--- src/rtl/md_unit.sv ---
// md_unit: multiply/divide unit owning the HI/LO pair.
// Multiplies form the full product at acceptance and commit after MUL_LAT edges.
// Divides run a bit-serial restoring divider (one bit per cycle), then a sign-fix/commit cycle.
module md_unit #(
    parameter int unsigned WIDTH   = 32,
    parameter int unsigned MUL_LAT = 5
) (
    input  logic             clk,
    input  logic             reset,
    input  logic             start,
    input  logic [2:0]       op,
    input  logic [WIDTH-1:0] a,
    input  logic [WIDTH-1:0] b,
    input  logic [WIDTH-1:0] wd,
    input  logic             mthi,
    input  logic             mtlo,
    input  logic             cancel,
    output logic             busy,
    output logic [WIDTH-1:0] hi,
    output logic [WIDTH-1:0] lo
);

    localparam int unsigned CW = $clog2(WIDTH) + 1;

    localparam logic [1:0] IDLE = 2'd0;
    localparam logic [1:0] MUL  = 2'd1;
    localparam logic [1:0] DIV  = 2'd2;
    localparam logic [1:0] FIX  = 2'd3;

    logic [1:0]         state_q, state_d;
    logic [CW-1:0]      cnt_q, cnt_d;
    logic [1:0]         mode_q, mode_d;    // op[2:1]: 00 plain, 10 accumulate, 11 subtract
    logic [2*WIDTH-1:0] prod_q, prod_d;    // product; low half holds raw dividend for b==0
    logic [WIDTH-1:0]   rem_q, rem_d;
    logic [WIDTH-1:0]   quo_q, quo_d;      // dividend bits shift out as quotient bits shift in
    logic [WIDTH-1:0]   dvs_q, dvs_d;
    logic               qneg_q, qneg_d;
    logic               rneg_q, rneg_d;
    logic               bzero_q, bzero_d;
    logic [WIDTH-1:0]   hi_q, hi_d;
    logic [WIDTH-1:0]   lo_q, lo_d;

    logic [2*WIDTH-1:0] ext_a, ext_b, hilo;
    logic [WIDTH:0]     trial;
    logic               is_div, a_neg, b_neg;

    assign busy = (state_q != IDLE);
    assign hi   = hi_q;
    assign lo   = lo_q;

    // Next-state, datapath and HI/LO update with reset > cancel > start > mthi > mtlo priority.
    always_comb begin
        state_d = state_q;
        cnt_d   = cnt_q;
        mode_d  = mode_q;
        prod_d  = prod_q;
        rem_d   = rem_q;
        quo_d   = quo_q;
        dvs_d   = dvs_q;
        qneg_d  = qneg_q;
        rneg_d  = rneg_q;
        bzero_d = bzero_q;
        hi_d    = hi_q;
        lo_d    = lo_q;

        is_div = (op[2:1] == 2'b01);
        a_neg  = op[0] & a[WIDTH-1];
        b_neg  = op[0] & b[WIDTH-1];
        ext_a  = op[0] ? {{WIDTH{a[WIDTH-1]}}, a} : {{WIDTH{1'b0}}, a};
        ext_b  = op[0] ? {{WIDTH{b[WIDTH-1]}}, b} : {{WIDTH{1'b0}}, b};
        hilo   = {hi_q, lo_q};
        // Partial remainder < divisor keeps this within WIDTH+1 bits for non-zero divisors.
        trial  = {rem_q, quo_q[WIDTH-1]} - {1'b0, dvs_q};

        if (cancel) begin
            state_d = IDLE;
            cnt_d   = '0;
        end else begin
            case (state_q)
                IDLE: begin
                    if (start) begin
                        mode_d = op[2:1];
                        if (is_div) begin
                            state_d = DIV;
                            cnt_d   = CW'(WIDTH - 1);
                            quo_d   = a_neg ? -a : a;
                            dvs_d   = b_neg ? -b : b;
                            rem_d   = '0;
                            qneg_d  = a_neg ^ b_neg;
                            rneg_d  = a_neg;
                            bzero_d = (b == '0);
                            prod_d  = {{WIDTH{1'b0}}, a};
                        end else begin
                            state_d = MUL;
                            cnt_d   = CW'(MUL_LAT - 1);
                            prod_d  = ext_a * ext_b;
                        end
                    end else if (mthi) begin
                        hi_d = wd;
                    end else if (mtlo) begin
                        lo_d = wd;
                    end
                end
                MUL: begin
                    if (cnt_q == '0) begin
                        state_d = IDLE;
                        case (mode_q)
                            2'b10:   {hi_d, lo_d} = hilo + prod_q;
                            2'b11:   {hi_d, lo_d} = hilo - prod_q;
                            default: {hi_d, lo_d} = prod_q;
                        endcase
                    end else begin
                        cnt_d = cnt_q - 1'b1;
                    end
                end
                DIV: begin
                    if (!trial[WIDTH]) begin
                        rem_d = trial[WIDTH-1:0];
                        quo_d = {quo_q[WIDTH-2:0], 1'b1};
                    end else begin
                        rem_d = {rem_q[WIDTH-2:0], quo_q[WIDTH-1]};
                        quo_d = {quo_q[WIDTH-2:0], 1'b0};
                    end
                    if (cnt_q == '0) begin
                        state_d = FIX;
                    end else begin
                        cnt_d = cnt_q - 1'b1;
                    end
                end
                default: begin  // FIX
                    state_d = IDLE;
                    if (bzero_q) begin
                        lo_d = '1;
                        hi_d = prod_q[WIDTH-1:0];
                    end else begin
                        lo_d = qneg_q ? -quo_q : quo_q;
                        hi_d = rneg_q ? -rem_q : rem_q;
                    end
                end
            endcase
        end
    end

    // State register with synchronous reset.
    always_ff @(posedge clk) begin
        if (reset) begin
            state_q <= IDLE;
            cnt_q   <= '0;
            mode_q  <= '0;
            prod_q  <= '0;
            rem_q   <= '0;
            quo_q   <= '0;
            dvs_q   <= '0;
            qneg_q  <= 1'b0;
            rneg_q  <= 1'b0;
            bzero_q <= 1'b0;
            hi_q    <= '0;
            lo_q    <= '0;
        end else begin
            state_q <= state_d;
            cnt_q   <= cnt_d;
            mode_q  <= mode_d;
            prod_q  <= prod_d;
            rem_q   <= rem_d;
            quo_q   <= quo_d;
            dvs_q   <= dvs_d;
            qneg_q  <= qneg_d;
            rneg_q  <= rneg_d;
            bzero_q <= bzero_d;
            hi_q    <= hi_d;
            lo_q    <= lo_d;
        end
    end

endmodule
--- config.mk ---
export PLATFORM = sky130hd
export DESIGN_NAME = md_unit
export DESIGN_NICKNAME = d
export VERILOG_FILES = /design/src/rtl/md_unit.sv
export SDC_FILE = /design/constraint.sdc
export NUM_CORES = 2
export LEC_CHECK = 0
export CAP_MARGIN = 20
export CORE_ASPECT_RATIO = 0.5
export CORE_MARGIN = 5
export CORE_UTILIZATION = 55
export DETAILED_ROUTE_END_ITERATION = 10
export PLACE_DENSITY = 0.8
export SETUP_SLACK_MARGIN = 0.02
export SLEW_MARGIN = 0
export SYNTH_ARGS = -nofsm -noshare
export SYNTH_HDL_FRONTEND = slang
export SYNTH_SLANG_ARGS = --single-unit
--- constraint.sdc ---
create_clock -name clk -period 14.3 [get_ports clk]
set_clock_uncertainty 0.1 [all_clocks]
set_input_delay 2.86 -clock clk [delete_from_list [all_inputs] [get_ports clk]]
set_output_delay 2.86 -clock clk [all_outputs]
set_load 0.03 [all_outputs]
==> results by group <==
Outcome
  – Status: finished clean

Clocking
  – PostCTS Resize Cnt: 0
  – Clk_lat worst skew: 600 ps
  – CTS tree: built
  – Clk sinks: 237
  – Post-CTS Setup Bufs: 0
  – CTS buffer count: 27
  – Htree depth: 1
  – Clk slew on worst S/H paths: 60 ps
  – Hold-fix buffers, CTS: 0
  – CTS max path bufs: 3
  – Root Driver: clkbuf_16

Worst hold path
  – Worst Hold Class: reg -> reg
  – WHS Path Cells: 2

Synth
  – Yosys warnings: 0
  – Mapped Area: 70620 um2
  – Synth Register Bits: 237
  – Sequential area share after synthesis: 6.718%
  – Fraction of registers with async set/reset: 0%
  – Syn nets: 10350
  – Synth Instances: 8348
  – Post-synth EDFFs: 0
  – Synth top area cells: fa_1 (40%), inv_1 (9.1%), ha_1 (8.4%)
  – Top cell type's share of synthesized area: 40.31%
  – Synth Area per Inst: 8.460 um2
  – Synth Flop Type: dfxtp_1
  – Cell variety after synth: 99
  – Top cell type by total area after synthesis: fa_1

Critical path
  – Most used cell, CP: fa_1
  – R2R depth: 11
  – Worst Setup End Kind: register
  – CP arrival: 12840 ps
  – Crit Path Class: in -> reg
  – Worst EP required: 14640 ps
  – Max stage delay cell, worst path: fa_1
  – Crit-path max FO: 23
  – Slowest cell delay on critical path: 920 ps
  – Crit path launch type: input pin

STA
  – Relative slew margins: 17.48%
  – Total negative setup slack: 0 ps
  – Endpoints failing setup: 0
  – Fin. Hold Viols: 0
  – Max Fclk: 0.07999 GHz
  – Final slew viol count: 0
  – RSZ-0062 raised after global routing: no
  – Period utilization: 87.42%
  – Min Tclk post-route: 12500 ps
  – Worst Tran Pin Value: 1234 ps

Drt
  – DRC viols: 0
  – Routed len/inst: 23.30 um
  – Drt pass-1 iters: 6
  – Number of DRC markers in iteration 0: 6205
  – Vias per inst: 5.993
  – Vias: 59320
  – Total wire length: 230600 um
  – Antenna viol nets, final: 0

Floorplan
  – Row count: 92
  – Die width: 516.8 um
  – Initial Utilization: 55.73%
  – Die area: 136100 um2
  – Die Ht: 263.4 um
  – CORE AREA: 126700 um2
  – IO Count: 170

Job
  – Maxcap violations: 0

GRT
  – Gr usage total: 34.22%
  – Total grt overflow: 0
  – Initial antenna violation count: 7
  – Global-route wire length before repair: 360500 um
  – Largest net degree at the start of global routing: 95
  – Number of global-route vias before repair: 61300

Final layout
  – Footprint of the multi-input gates: 57600 um2
  – Net count, final: 10180
  – Share of cells above drive strength 1: 3.488%
  – FF+latch area: 4748 um2
  – Area delta synth->final: 5.434%
  – Filler instances: 11060

Placement
  – PortBufs: 169
  – Routability cong.: 1.049
  – Dpl hpwl: 192400 um
## metal layers
| metal | up-vias | track usage [%] | part of all wire [%] |
|---|---|---|---|
| met4 | 4 | 15.51 | 5.6 |
| met2 | 3363 | 52.19 | 43 |
| met3 | 726 | 8.331 | 12 |
| met5 | - | 0.9835 | 0.085 |
| li1 | 25640 | - | - |
| met1 | 29580 | 46.31 | 39 |
## area by class of cell
class / count / share of cell area, %
multi-input cells: 5903 / 77.35
inverters: 1708 / 8.610
flip-flops and latches: 237 / 6.377
repair buffers: 302 / 3.554
well taps: 1692 / 2.843
clock buffers: 31 / 0.9679
clock inverters: 19 / 0.2823
diodes: 5 / 0.01680
## cell usage in the layout, fill, tap and decap left out, drive strengths merged, types with 40 or more instances in the layout
cell type and instances:
inv 1708, fa 1422, nand2 906, and2 575, ha 475, a21oi 393, nor2 365, o21ai 307
dfxtp 237, xnor2 218, clkdlybuf4s50 151, buf 150, a211oi 111, xor2 96, nor3 87, a21o 87
nand3 81, o21bai 52, o31ai 51, a221oi 45, o211ai 42, nor4 41, nor2b 40
## path summary, 6_finish.rpt
check / from / to / slack (ps)
max: op[0] / prod_q[62] / 1800
min: dvs_q[22] / dvs_q[22] / 350
max reg2reg: prod_q[32] / hi[27] / 9440
min reg2reg: dvs_q[22] / dvs_q[22] / 350
## synthesized netlist by cell type (all sizes together) (52+ instances only)
cell type,instances
inv,1706
fa,1422
nand2,906
and2,575
ha,475
clkbuf,417
a21oi,393
nor2,365
o21ai,307
dfxtp,237
xnor2,218
a211oi,111
xor2,96
a21o,87
nor3,87
buf,83
nand3,81
o21bai,52
## flip-flops by register name (all words and copies together) (netlist names)
| signal | count |
|---|---|
| cnt_q | 6 |
| hi | 32 |
| quo_q | 32 |
| mode_q | 2 |
| state_q | 2 |
| dvs_q | 32 |
| prod_q | 64 |
| rneg_q | 1 |
| qneg_q | 1 |
| rem_q | 32 |
| lo | 32 |
| bzero_q | 1 |
## through the flow
stage / hold slack (ps) / area [um2] / util [%] / cells / setup slack, ps
finish: 352.8 / 74460 / 58.75 / 9897 / 1798
global route: 370.1 / 74460 / 58.75 / 9895 / 1293
CTS: 353.6 / 74420 / 58.72 / 9890 / 1781
detailed placement: 344.5 / 73490 / 57.98 / 9840 / 1177
global placement: 336.7 / 73450 / 57.95 / 9838 / 1431
floorplan: 331.9 / 70620 / - / 8348 / 2154
## critical path, delay by kind of cell
| kind | cells | cell delay (ps) |
|---|---|---|
| xor+xnor | 1 | 180 |
| buf+inv | 9 | 1500 |
| simple gates | 2 | 370 |
| compound gates | 10 | 1820 |
| fa+ha+maj | 11 | 6070 |
## kinds of logic (layout without fill, tap and decap cells)
group / after synthesis / count (layout) / synth area share (%)
flip-flops: 237 / 237 / 6.718
multiplexers: 40 / 40 / 0.5705
AO/OA/AOI/OAI: 1359 / 1359 / 12.56
buffers and inverters: 2208 / 2060 / 11.83
XOR/XNOR: 314 / 314 / 3.894
other: 0 / 5 / 0
adder cells (fa/ha/maj): 1901 / 1901 / 48.78
AND/OR/NAND/NOR: 2289 / 2289 / 15.65
Power is not shown: default switching activity piles up to over one toggle a cycle in this logic, so the estimate is an artifact.
